$ cat src/rtl/genius_pkg.sv
// Shared types and constants for the Genius game datapath.
package genius_pkg;

   localparam int NUM_COLORS = 4;

   typedef logic [1:0] color_code_t;

   typedef enum logic [1:0] {
      ST_IDLE        = 2'd0,
      ST_DEB_PRESS   = 2'd1,
      ST_PRESSED     = 2'd2,
      ST_DEB_RELEASE = 2'd3
   } btn_state_e;

endpackage

$ cat src/rtl/sync_vec.sv
// Vector synchroniser: STAGES flip-flops per bit, each bit treated independently.
module sync_vec #(
   parameter int WIDTH  = 4,
   parameter int STAGES = 2
) (
   input  logic             clk,
   input  logic             rst_n,
   input  logic [WIDTH-1:0] d_in,
   output logic [WIDTH-1:0] q_out
);

   logic [WIDTH-1:0] chain_q [STAGES];
   logic [WIDTH-1:0] chain_d [STAGES];

   always_comb begin
      chain_d[0] = d_in;
      for (int i = 1; i < STAGES; i++) begin
         chain_d[i] = chain_q[i-1];
      end
   end

   always_ff @(posedge clk or negedge rst_n) begin
      if (!rst_n) begin
         for (int i = 0; i < STAGES; i++) begin
            chain_q[i] <= '0;
         end
      end else begin
         for (int i = 0; i < STAGES; i++) begin
            chain_q[i] <= chain_d[i];
         end
      end
   end

   assign q_out = chain_q[STAGES-1];

endmodule

$ cat src/rtl/button_debounce.sv
// Colour push-button front end: synchronise, debounce, single-press check, encode.
//
//   state          | meaning
//   ---------------+-----------------------------------------------------------
//   ST_IDLE        | no button pattern under test; waits for non-zero + enable
//   ST_DEB_PRESS   | candidate pattern must stay stable for DEBOUNCE_CYCLES
//   ST_PRESSED     | single press accepted; waits for all buttons released
//   ST_DEB_RELEASE | all-zero must stay stable for DEBOUNCE_CYCLES
module button_debounce
   import genius_pkg::*;
#(
   parameter int NUM_BTN         = NUM_COLORS,
   parameter int DEBOUNCE_CYCLES = 50000,
   parameter int SYNC_STAGES     = 2
) (
   input  logic                       clk,
   input  logic                       rst_n,
   input  logic [NUM_BTN-1:0]         btn_raw,
   input  logic                       enable,
   output logic                       press_valid,
   output logic [$clog2(NUM_BTN)-1:0] press_code,
   output logic [NUM_BTN-1:0]         press_onehot,
   output logic                       held,
   output logic                       multi_err
);

   localparam int CODE_W = $clog2(NUM_BTN);
   localparam int CNT_W  = $clog2(DEBOUNCE_CYCLES);
   localparam logic [CNT_W-1:0]   CNT_LOAD = CNT_W'(DEBOUNCE_CYCLES - 1);
   localparam logic [NUM_BTN-1:0] BTN_ONE  = NUM_BTN'(1);

   logic [NUM_BTN-1:0] btn_s;

   btn_state_e         state_q, state_d;
   logic [NUM_BTN-1:0] cand_q, cand_d;
   logic [CNT_W-1:0]   cnt_q, cnt_d;
   logic               valid_q, valid_d;
   logic               pv_q, pv_d;
   logic               err_q, err_d;
   logic [CODE_W-1:0]  code_q, code_d;
   logic [NUM_BTN-1:0] onehot_q, onehot_d;

   logic               cand_is_onehot;
   logic [CODE_W-1:0]  cand_idx;

   sync_vec #(
      .WIDTH  (NUM_BTN),
      .STAGES (SYNC_STAGES)
   ) u_sync (
      .clk   (clk),
      .rst_n (rst_n),
      .d_in  (btn_raw),
      .q_out (btn_s)
   );

   assign cand_is_onehot = (cand_q != '0) && ((cand_q & (cand_q - BTN_ONE)) == '0);

   // OR of set-bit indices; only meaningful when cand_q is one-hot
   always_comb begin
      cand_idx = '0;
      for (int i = 0; i < NUM_BTN; i++) begin
         if (cand_q[i]) cand_idx = cand_idx | CODE_W'(i);
      end
   end

   always_comb begin
      state_d  = state_q;
      cand_d   = cand_q;
      cnt_d    = cnt_q;
      valid_d  = valid_q;
      code_d   = code_q;
      onehot_d = onehot_q;
      pv_d     = 1'b0;
      err_d    = 1'b0;
      case (state_q)
         ST_IDLE: begin
            if (btn_s != '0 && enable) begin
               cand_d  = btn_s;
               cnt_d   = CNT_LOAD;
               state_d = ST_DEB_PRESS;
            end
         end
         ST_DEB_PRESS: begin
            if (btn_s != cand_q || !enable) begin
               state_d = ST_IDLE;
            end else if (cnt_q == '0) begin
               if (cand_is_onehot) begin
                  pv_d     = 1'b1;
                  code_d   = cand_idx;
                  onehot_d = cand_q;
                  valid_d  = 1'b1;
                  state_d  = ST_PRESSED;
               end else begin
                  err_d   = 1'b1;
                  valid_d = 1'b0;
                  cnt_d   = CNT_LOAD;
                  state_d = ST_DEB_RELEASE;
               end
            end else begin
               cnt_d = cnt_q - CNT_W'(1);
            end
         end
         ST_PRESSED: begin
            if (btn_s == '0) begin
               cnt_d   = CNT_LOAD;
               state_d = ST_DEB_RELEASE;
            end
         end
         ST_DEB_RELEASE: begin
            if (btn_s != '0) begin
               cnt_d = CNT_LOAD;
            end else if (cnt_q == '0) begin
               onehot_d = '0;
               valid_d  = 1'b0;
               state_d  = ST_IDLE;
            end else begin
               cnt_d = cnt_q - CNT_W'(1);
            end
         end
         default: state_d = ST_IDLE;
      endcase
   end

   always_ff @(posedge clk or negedge rst_n) begin
      if (!rst_n) begin
         state_q  <= ST_IDLE;
         cand_q   <= '0;
         cnt_q    <= '0;
         valid_q  <= 1'b0;
         pv_q     <= 1'b0;
         err_q    <= 1'b0;
         code_q   <= '0;
         onehot_q <= '0;
      end else begin
         state_q  <= state_d;
         cand_q   <= cand_d;
         cnt_q    <= cnt_d;
         valid_q  <= valid_d;
         pv_q     <= pv_d;
         err_q    <= err_d;
         code_q   <= code_d;
         onehot_q <= onehot_d;
      end
   end

   // valid_press is only ever set together with entry to PRESSED, so it doubles as held
   assign press_valid  = pv_q;
   assign multi_err    = err_q;
   assign press_code   = code_q;
   assign press_onehot = onehot_q;
   assign held         = valid_q;

endmodule
$ cat config.mk
export PLATFORM = sky130hd
export DESIGN_NAME = button_debounce
export DESIGN_NICKNAME = d
export VERILOG_FILES = /design/src/rtl/genius_pkg.sv /design/src/rtl/sync_vec.sv /design/src/rtl/button_debounce.sv
export SDC_FILE = /design/constraint.sdc
export NUM_CORES = 1
export LEC_CHECK = 0
export ABC_CLOCK_PERIOD_IN_PS = 6050
export CORE_AREA = 8 8 68 76
export CTS_CLUSTER_DIAMETER = 200
export CTS_CLUSTER_SIZE = 16
export DETAILED_ROUTE_END_ITERATION = 10
export DIE_AREA = 0 0 76 84
export PLACE_DENSITY = 0.79
export RECOVER_POWER = 100
export SYNTH_ARGS = -nofsm -noshare
export SYNTH_HDL_FRONTEND = slang
export SYNTH_SLANG_ARGS = --single-unit
export TNS_END_PERCENT = 30
$ cat constraint.sdc
create_clock -name clk -period 6.05 [get_ports clk]
set_clock_uncertainty 0.15 [all_clocks]
set_input_delay 1.21 -clock clk [delete_from_list [all_inputs] [get_ports clk]]
set_output_delay 1.21 -clock clk [all_outputs]
set_load 0.01 [all_outputs]
==> flow_metrics.py, run 1 <==
metrics = {
    "min_path": {
        "holdCritPathClass": "flop to flop",
    },
    "pwr": {
        "power.internal_w": 0.000427,
        "powerDensity_mw_per_mm2": 274,
        "report.power.total_w": 0.000625,
        "power_frac_seq_pct": 55.2,
        "combinationalPowerShare_pct": 19.3,
        "clkPwrFrac_pct": 25.5,
        "switchingPower_w": 0.000198,
        "p_leak_nw": 0.891,
        "ir_worst_vdd_mv": 0.164,
        "swShare_pct": 31.6,
    },
    "synth": {
        "ys.flop_type": "dfrtp_1",
        "seq_area_frac_synth_pct": 47.0,
        "synth_cell_types": 47,
        "synthCells": 202,
        "avgSynthCellArea_um2": 10.3,
        "synth_edf_count": 0,
        "synth-async-reset-ratio_pct": 100,
        "synth_seq_cells": 39,
        "synth.cell_area_mm2": 0.00208,
        "synth_fp_nets": 211,
        "synth_warnings": 0,
    },
    "floorplan": {
        "chipHeight_um": 84,
        "die_x_um": 76,
        "start_util_pct": 53.6,
        "dieArea_mm2": 0.00638,
        "num_io_pins": 16,
        "core_area_mm2": 0.00387,
        "row_count": 24,
    },
    "sta": {
        "final.setup.tns_ns": 0,
        "finalSetupViolations": 0,
        "rsz0062_at_grt": "no",
        "setup_ws_ns": 2.67,
        "finalMaxSlewViolations": 40,
        "post-route-period-util_pct": 55.9,
        "relSlewSlack_pct": -35.8,
        "fmax_mhz": 296,
        "hold_viol": 0,
        "layout_min_cycle_time_ns": 3.38,
        "tightest_slew_ns": 2.04,
    },
    "worst_setup_path": {
        "arrival_ns": 3.40,
        "critPathMaxFanout": 10,
        "criticalPathCategory": "input pin to flop",
        "critical_path_required_ns": 6.07,
        "timing.rr.start": "cnt_q[2]",
        "cp-startpoint": "enable",
        "reg2reg_depth": 5,
        "r2r_slack_ns": 2.73,
        "endpoint": "cnt_q[6]",
        "cp-end-kind": "flop",
        "cp_slowest_cell": "dlygate4sd3_1",
        "startpoint_type": "input pin",
        "r2r-end": "press_onehot[2]",
        "cp_cell_sequence": "dlygate4sd3_1, nor3b_1, mux2i_1, o211ai_1, nand2_1, a221o_1",
        "slowest_delay_ns": 0.60,
    },
    "job": {
        "maxCapViolCount": 2,
    },
    "status": {
        "violations": "capacitance limit, slew limit",
        "status": "finished, violations left",
    },
    "global_routing": {
        "grt_pass1_wl_mm": 6.88,
        "grt_overflow": 0,
        "grt_pass1_vias": 1412,
        "grt.total_usage_pct": 13.3,
        "grt_max_degree": 40,
        "antenna_found_initial": 0,
    },
    "clock_network": {
        "cts_buffers": 5,
        "cts_buffer_depth": 2,
        "clock-root-buffer": "clkbuf_8",
        "cts_resized": 0,
        "post-cts-setup-buffers": 0,
        "htreeDepth": 2,
        "cts_tree": "built",
        "cts.sinks": 39,
        "ctsHoldBuffers": 0,
        "insertion_delay_ns": 0.28,
        "path_clk_slew_ns": 0.07,
    },
    "placed_design": {
        "hpwl_mm": 2.86,
        "gp_congestion": 0.870,
        "dp_slack_ns": 2.73,
        "port_buffers": 15,
        "dpl_cell_area_mm2": 0.00224,
    },
    "detailed_routing": {
        "highest_layer": "met4",
        "antenna_left": 0,
        "drt-pass1-iter-count": 4,
        "wl_per_cell_um": 15.3,
        "vias_per_cell": 5.93,
        "drt-initial-drc-count": 113,
        "drt_drc_violations_left": 0,
        "wl_met3_um": 250,
        "wl_mm": 4.11,
        "met1_length_mm": 1.90,
        "route.met2.wl_mm": 1.93,
        "num_vias": 1589,
    },
    "cells_and_area": {
        "layout_commonest_cell": "dfrtp_1",
        "fin_nets": 226,
        "fin_util_pct": 58.9,
        "diodes": 0,
        "final_cell_mix": "dfrtp_1, nand2_1, dlygate4sd3_1",
        "drive_gt1_share_pct": 8.33,
        "area_growth_pct": 9.94,
        "fin_area_mm2": 0.00228,
    },
}
synth_stat cells (4+ instances only):
| cell | count | area [µm²] |
|---|---|---|
| o21ai_0 | 7 | 35.0 |
| mux2_2 | 6 | 67.6 |
| nor4_1 | 6 | 37.5 |
| inv_1 | 13 | 48.8 |
| or3_1 | 5 | 31.3 |
| nand2_1 | 19 | 71.3 |
| mux2i_1 | 8 | 80.1 |
| nand4_1 | 9 | 56.3 |
| xnor2_1 | 4 | 35.0 |
| o211a_1 | 4 | 40.0 |
| nand3_1 | 10 | 50.1 |
| nor2_1 | 7 | 26.3 |
| and3_1 | 4 | 25.0 |
| dfrtp_1 | 39 | 976 |
| nor3_1 | 9 | 45.0 |
how the worst min path moves through the flow:
stage,start,end,slack [ns],cells after the start
floorplan,u_sync.chain_d[0],u_sync.q_out[0],0.18,0
global placement,u_sync.chain_d[1],u_sync.q_out[1],0.18,0
detailed placement,u_sync.chain_d[3],u_sync.q_out[3],0.18,0
CTS,u_sync.chain_d[3],u_sync.q_out[3],0.19,0
global route,u_sync.chain_d[1],u_sync.q_out[1],0.20,0
finish,u_sync.chain_d[3],u_sync.q_out[3],0.19,0
layout make-up:
class,instances,area [µm²]
sequential,39,976
fill,334,1590
tap,52,65.1
multi-input combinational,143,977
inverter,13,48.8
clock buffer,6,72.6
timing repair buffer,15,144
routing by layer:
layer	track usage (%)	up-vias
met5	0	-
met4	7.50	0
met3	3.13	2
met2	20.3	52
met1	16.9	759
li1	-	776
critical path, delay by kind of cell:
family                 cells  cell delay (ns)
AND/OR/NAND/NOR            2             0.59
AO/OA/AOI/OAI              2             0.85
buffers and inverters      1             0.60
multiplexers               1             0.14
power groups by stage:
stage               sequential [W]  combinational, W  clock (W)
finish                    0.000345          0.000120   0.000159
global route              0.000352          0.000136   0.000174
CTS                       0.000344          0.000126   0.000165
detailed placement        0.000348          0.000126          0
global placement          0.000347          0.000122          0
floorplan                 0.000331          0.000109          0
through the flow:
stage	hold slack (ns)	instances
final	0.190	268
after global routing	0.202	268
after CTS	0.193	268
after detailed placement	0.185	262
after global placement	0.183	262
after floorplan	0.181	202
state kept, by name (all words and copies together), names as in the netlist, named ones only:
signal	cells
cnt_q	16
cand_q	4
press_onehot	4
u_sync.chain_d	4
u_sync.q_out	4
press_code	2
held	1
multi_err	1
press_valid	1
state_q	1
logic make-up after synthesis:
group	Yosys count	synth area share (%)
AOI/OAI and AO/OA	37	14.3
xor gates and xnor gates	6	2.53
adders and majority gates	2	1.20
buffers and inverters	20	4.70
DFF	39	47.0
muxes	15	7.83
and+or+nand+nor	83	22.5
(Power assumes the default switching activity.)
==> run 2: changes to the inputs <==
--- a/config.mk
+++ b/config.mk
@@ -5,13 +5,13 @@
 export SDC_FILE = /design/constraint.sdc
 export NUM_CORES = 1
 export LEC_CHECK = 0
-export ABC_CLOCK_PERIOD_IN_PS = 6050
-export CORE_AREA = 8 8 68 76
+export ABC_CLOCK_PERIOD_IN_PS = 2900
+export CORE_AREA = 8 8 70 78
 export CTS_CLUSTER_DIAMETER = 200
 export CTS_CLUSTER_SIZE = 16
 export DETAILED_ROUTE_END_ITERATION = 10
-export DIE_AREA = 0 0 76 84
-export PLACE_DENSITY = 0.79
+export DIE_AREA = 0 0 78 86
+export PLACE_DENSITY = 0.78
 export RECOVER_POWER = 100
 export SYNTH_ARGS = -nofsm -noshare
 export SYNTH_HDL_FRONTEND = slang
==> constraint.sdc (replaced) <==
create_clock -name clk -period 2.9 [get_ports clk]
set_clock_uncertainty 0.15 [all_clocks]
set_input_delay 0.58 -clock clk [delete_from_list [all_inputs] [get_ports clk]]
set_output_delay 0.58 -clock clk [all_outputs]
set_load 0.01 [all_outputs]
==> run 2 against run 1 <==
The flow still finishes with violations (capacitance limit, slew limit). First-iteration DRC count shrank 15%. Register-to-register slack got worse by 2.6 ns. Global-route usage increased by 0.76 points. Combinational power rose by 120%. Die area increased by 5.1%. Sequential power grew 110%. Worst hold slack better by 0.015 ns. Setup slack worse by 2.5 ns. Utilization decreased by 2.5 points. Routed wire length increased by 6.3%. Critical path type is now flop to flop.
==> flow_metrics.py, run 2 (same netlist as run 1, synthesis figures left out) <==
metrics = {
    "pwr": {
        "power.internal_w": 0.000909,
        "ir_worst_vdd_mv": 0.320,
        "combinationalPowerShare_pct": 19.3,
        "p_leak_nw": 0.935,
        "powerDensity_mw_per_mm2": 572,
        "switchingPower_w": 0.000445,
        "power_frac_seq_pct": 53.2,
        "clkPwrFrac_pct": 27.5,
        "swShare_pct": 32.9,
    },
    "worst_setup_path": {
        "cp_cell_sequence": "or4_1, or3_4, a2111oi_4, nor2_4, a221o_1",
        "critPathMaxFanout": 9,
        "cp-end-kind": "flop",
        "arrival_ns": 2.75,
        "critical_path_required_ns": 2.92,
        "startpoint_type": "flop",
        "cp_slowest_cell": "or4_1",
        "criticalPathCategory": "flop to flop",
        "slowest_delay_ns": 0.59,
    },
    "clock_network": {
        "clock-root-buffer": "clkbuf_8",
        "cts_resized": 0,
        "cts_buffers": 5,
        "cts.sinks": 39,
        "cts_buffer_depth": 2,
        "ctsHoldBuffers": 0,
        "path_clk_slew_ns": 0.08,
        "htreeDepth": 2,
        "insertion_delay_ns": 0.29,
        "cts_tree": "built",
        "post-cts-setup-buffers": 0,
    },
    "floorplan": {
        "dieArea_mm2": 0.00671,
        "row_count": 25,
        "num_io_pins": 16,
        "core_area_mm2": 0.00419,
        "die_x_um": 78,
        "start_util_pct": 49.6,
        "chipHeight_um": 86,
    },
    "sta": {
        "fmax_mhz": 367,
        "hold_viol": 0,
        "finalMaxSlewViolations": 40,
        "relSlewSlack_pct": -38.4,
        "layout_min_cycle_time_ns": 2.72,
        "finalSetupViolations": 0,
        "hold_slack_ns": 0.205,
        "post-route-period-util_pct": 93.9,
        "rsz0062_at_grt": "no",
        "tightest_slew_ns": 2.08,
        "final.setup.tns_ns": 0,
    },
    "status": {
        "violations": "capacitance limit, slew limit",
        "status": "finished, violations left",
    },
    "cells_and_area": {
        "multi_input_area_um2": 990,
        "area_growth_pct": 13.9,
        "seqCellArea_um2": 976,
        "final_cell_mix": "dfrtp_1, nand2_1, dlygate4sd3_1",
        "fillers": 368,
        "layout_commonest_cell": "dfrtp_1",
        "top_register": "cnt_q",
        "diodes": 0,
        "fin_nets": 232,
        "largest_reg_flops": 16,
        "fin_area_mm2": 0.00236,
        "fin_util_pct": 56.4,
        "drive_gt1_share_pct": 12.9,
    },
    "global_routing": {
        "grt_overflow": 0,
        "grt_pass1_vias": 1715,
        "grt_pass1_wl_mm": 7.70,
        "grt.total_usage_pct": 14.1,
        "antenna_found_initial": 0,
        "grt_max_degree": 40,
    },
    "detailed_routing": {
        "num_vias": 1656,
        "drt-initial-drc-count": 96,
        "vias_per_cell": 5.96,
        "wl_per_cell_um": 15.7,
        "drt-pass1-iter-count": 4,
        "wl_mm": 4.37,
        "drt_drc_violations_left": 0,
        "antenna_left": 0,
    },
    "placed_design": {
        "gp_congestion": 0.865,
        "hpwl_mm": 3.14,
        "port_buffers": 15,
        "dpl_cell_area_mm2": 0.00229,
    },
    "min_path": {
        "holdCritPathClass": "flop to flop",
    },
    "job": {
        "maxCapViolCount": 1,
    },
}
==> run 2: power by group through the flow <==
stage               clock [W]  sequential (W)  combinational (W)
finish               0.000372        0.000720           0.000262
floorplan                   0        0.000690           0.000227
global placement            0        0.000725           0.000262
detailed placement          0        0.000728           0.000269
CTS                  0.000382        0.000718           0.000269
global route         0.000403        0.000734           0.000294
==> run 2: worst paths after layout <==
path | start | to | slack, ns | cells past startpoint
worst min-delay path | u_sync.chain_d[3] | u_sync.q_out[3] | 0.21 | 0
worst max-delay path | cnt_q[2] | cnt_q[6] | 0.18 | 5
worst max register to register | cnt_q[2] | cnt_q[6] | 0.18 | 5
min in group asynchronous | rst_n | press_code[0] | 0.74 | 1
max in group asynchronous | rst_n | cnt_q[14] | 0.69 | 1
worst min register to register | u_sync.chain_d[3] | u_sync.q_out[3] | 0.21 | 0
==> run 2: critical path, delay by kind of cell, from the launching register on <==
family          cells  cell delay, ns
simple gates        3            1.13
compound gates      2            0.88
flops               1            0.44
==> run 2: layout make-up <==
class	instances	share of cell area (%)
multi-input cells	143	41.9
well taps	54	2.86
clock buffers	5	2.91
clock inverters	3	1.06
repair buffers	21	7.99
inverters	13	2.06
flip-flops and latches	39	41.3
==> run 2: metal layers <==
metal	routed length (µm)	share of wire, %	GRT usage (%)	vias to the layer above
met2	2230	51	23.8	40
met1	1840	42	15.9	815
met4	105	2.4	8.26	0
li1	-	-	-	792
met5	0	0	0	-
met3	189	4.3	3.14	9
==> run 2: stage by stage <==
| step | cells | power [W] | setup WS, ns |
|---|---|---|---|
| final | 278 | 0.00135 | 0.175 |
| after global routing | 278 | 0.00143 | 0.103 |
| after CTS | 278 | 0.00137 | 0.208 |
| after detailed placement | 270 | 0.000997 | 0.214 |
| after global placement | 270 | 0.000987 | 0.266 |
| after floorplan | 202 | 0.000917 | 0.300 |
==> run 3: changes to the inputs <==
--- a/config.mk
+++ b/config.mk
@@ -5,13 +5,14 @@
 export SDC_FILE = /design/constraint.sdc
 export NUM_CORES = 1
 export LEC_CHECK = 0
+export ABC_AREA = 1
 export ABC_CLOCK_PERIOD_IN_PS = 2900
-export CORE_AREA = 8 8 70 78
-export CTS_CLUSTER_DIAMETER = 200
+export CORE_AREA = 8 8 73 81
+export CTS_CLUSTER_DIAMETER = 60
 export CTS_CLUSTER_SIZE = 16
 export DETAILED_ROUTE_END_ITERATION = 10
-export DIE_AREA = 0 0 78 86
-export PLACE_DENSITY = 0.78
+export DIE_AREA = 0 0 81 89
+export PLACE_DENSITY = 0.79
 export RECOVER_POWER = 100
 export SYNTH_ARGS = -nofsm -noshare
 export SYNTH_HDL_FRONTEND = slang
==> run 3 against run 2 <==
The run now ends clean. Register-to-register slack better by 0.49 ns. Via count up 21%. Routed wire length up 10%. Clock-buffer cell count unchanged. Combinational power down 89%. Power down 22%. Highest routed layer unchanged.
==> flow_metrics.py, run 3 <==
metrics = {
    "status": {
        "status": "finished, final reports clean",
    },
    "detailed_routing": {
        "drt_drc_violations_left": 0,
        "drt-pass1-iter-count": 5,
        "num_vias": 2003,
        "drt-initial-drc-count": 125,
        "wl_per_cell_um": 12.2,
        "antenna_left": 0,
        "wl_mm": 4.81,
        "vias_per_cell": 5.08,
    },
    "sta": {
        "layout_min_cycle_time_ns": 2.24,
        "tightest_slew_ns": 0.843,
        "rsz0062_at_grt": "no",
        "final.setup.tns_ns": 0,
        "finalMaxSlewViolations": 0,
        "post-route-period-util_pct": 77.1,
        "relSlewSlack_pct": 43.8,
        "hold_viol": 0,
        "fmax_mhz": 447,
        "finalSetupViolations": 0,
    },
    "clock_network": {
        "cts_buffers": 5,
        "ctsHoldBuffers": 0,
        "cts_resized": 0,
        "path_clk_slew_ns": 0.09,
        "clock-root-buffer": "clkbuf_8",
        "post-cts-setup-buffers": 0,
        "htreeDepth": 2,
        "insertion_delay_ns": 0.30,
        "cts_tree": "built",
        "cts.sinks": 39,
        "cts_buffer_depth": 2,
    },
    "floorplan": {
        "row_count": 26,
        "num_io_pins": 16,
        "core_area_mm2": 0.00455,
        "die_x_um": 81,
        "start_util_pct": 51.3,
        "chipHeight_um": 89,
        "dieArea_mm2": 0.00721,
    },
    "worst_setup_path": {
        "arrival_ns": 2.29,
        "startpoint_type": "flop",
        "reg2reg_depth": 11,
        "cp_cell_sequence": "inv_1, ha_1, nand3_1, nor2_1, nand2_4, nor2_1, nand2_2, nand2_1, nand2_1, nand2_1, nand2_1",
        "slowest_delay_ns": 0.40,
        "critPathMaxFanout": 6,
        "cp-end-kind": "flop",
        "cp_slowest_cell": "dfrtp_1",
        "criticalPathCategory": "flop to flop",
        "critical_path_required_ns": 2.95,
        "cpMostUsedCell": "nand2_1",
    },
    "synth": {
        "synth_warnings": 0,
        "synth-async-reset-ratio_pct": 100,
        "synth_fp_nets": 328,
        "yosysMostFrequentCell": "nand2_1",
        "avgSynthCellArea_um2": 7.32,
        "synth_cell_types": 22,
        "seq_area_frac_synth_pct": 41.8,
        "synth_top_cell_by_area": "dfrtp_1",
        "yosysTopAreaCellShare_pct": 41.8,
        "yosys-top-cells-count": "nand2_1, nor2_1, dfrtp_1",
        "synth.cell_area_mm2": 0.00234,
        "synthCells": 319,
        "synth_area_leaders": "dfrtp_1, nand2_1, nor2_1",
        "synth_edf_count": 0,
        "ys.flop_type": "dfrtp_1",
        "synth_seq_cells": 39,
    },
    "cells_and_area": {
        "area_growth_pct": 10.1,
        "top_register": "cnt_q",
        "fin_area_mm2": 0.00257,
        "fillers": 433,
        "final_cell_mix": "nand2_1, nor2_1, dfrtp_1",
        "largest_reg_flops": 16,
        "layout_commonest_cell": "nand2_1",
        "seqCellArea_um2": 976,
        "drive_gt1_share_pct": 9.47,
        "fin_nets": 346,
        "multi_input_area_mm2": 0.00114,
        "diodes": 0,
    },
    "global_routing": {
        "grt.total_usage_pct": 14.5,
        "antenna_found_initial": 0,
        "grt_pass1_wl_mm": 8.32,
        "grt_max_degree": 40,
        "grt_overflow": 0,
        "grt_pass1_vias": 1964,
    },
    "pwr": {
        "powerDensity_mw_per_mm2": 409,
        "ir_worst_vdd_mv": 0.285,
        "p_leak_nw": 1.32,
    },
    "min_path": {
        "hold_depth": 0,
        "holdCritPathClass": "flop to flop",
    },
    "placed_design": {
        "gp_congestion": 0.911,
        "port_buffers": 15,
        "dpl_cell_area_mm2": 0.00250,
        "hpwl_mm": 3.45,
    },
    "job": {
        "maxCapViolCount": 0,
    },
}
run 3: through the flow:
step | cells | hold slack [ns] | total power [W] | util (%) | setup WS, ns
floorplan | 319 | 0.134 | 0.000572 | - | 1.11
global placement | 386 | 0.182 | 0.000593 | 54.9 | 0.674
detailed placement | 386 | 0.186 | 0.000594 | 54.9 | 0.632
CTS | 394 | 0.204 | 0.00107 | 57.5 | 0.938
global route | 394 | 0.213 | 0.00109 | 56.5 | 0.499
finish | 394 | 0.203 | 0.00105 | 56.5 | 0.664
run 3: worst paths after layout:
check	startpoint	end	slack, ns
worst min-delay path	u_sync.chain_d[1]	u_sync.q_out[1]	0.20
worst min register to register	u_sync.chain_d[1]	u_sync.q_out[1]	0.20
min in group asynchronous	rst_n	press_code[0]	0.22
worst max register to register	cnt_q[0]	press_onehot[2]	0.66
max in group asynchronous	rst_n	cnt_q[11]	1.84
worst max-delay path	cnt_q[0]	press_onehot[2]	0.66
run 3: worst max-delay path, delay by kind of cell, from the launching register on:
family | cells | cell delay, ns
adder cells (fa/ha/maj) | 1 | 0.24
flip-flops | 1 | 0.40
buffers and inverters | 1 | 0.13
AND/OR/NAND/NOR | 9 | 1.23
run 3: cells by family (layout without fill, tap and decap cells):
logic type / count (synthesis) / after routing / share of synthesized area [%]
adders and majority gates: 2 / 2 / 1.07
and+or+nand+nor: 220 / 220 / 44.1
buffers and inverters: 37 / 56 / 7.45
DFF: 39 / 39 / 41.8
AOI/OAI and AO/OA: 14 / 14 / 3.00
xor gates and xnor gates: 7 / 7 / 2.62
run 3: area by class of cell:
class                      count  share of cell area (%)
multi-input combinational    243                    44.4
sequential                    39                    37.9
timing repair buffer          15                    5.64
inverter                      33                    4.82
tap                           56                    2.72
clock buffer                   5                    2.68
clock inverter                 3                    1.85
run 3: layer usage:
layer / share of wire [%] / vias up / GRT usage (%) / wire length (µm)
met5: 0 / - / 0 / 0
met4: 3.2 / 0 / 9.59 / 153
met3: 4.9 / 16 / 2.41 / 236
met2: 48 / 45 / 24.2 / 2300
met1: 44 / 917 / 16.6 / 2120
li1: - / 1025 / - / -
run 3: report_power, final:
group / internal, W / total, W / switching [W]
registers: 0.000549 / 0.000552 / 0.00000310
logic: 0.00000871 / 0.0000278 / 0.0000191
clock network: 0.000261 / 0.000472 / 0.000211
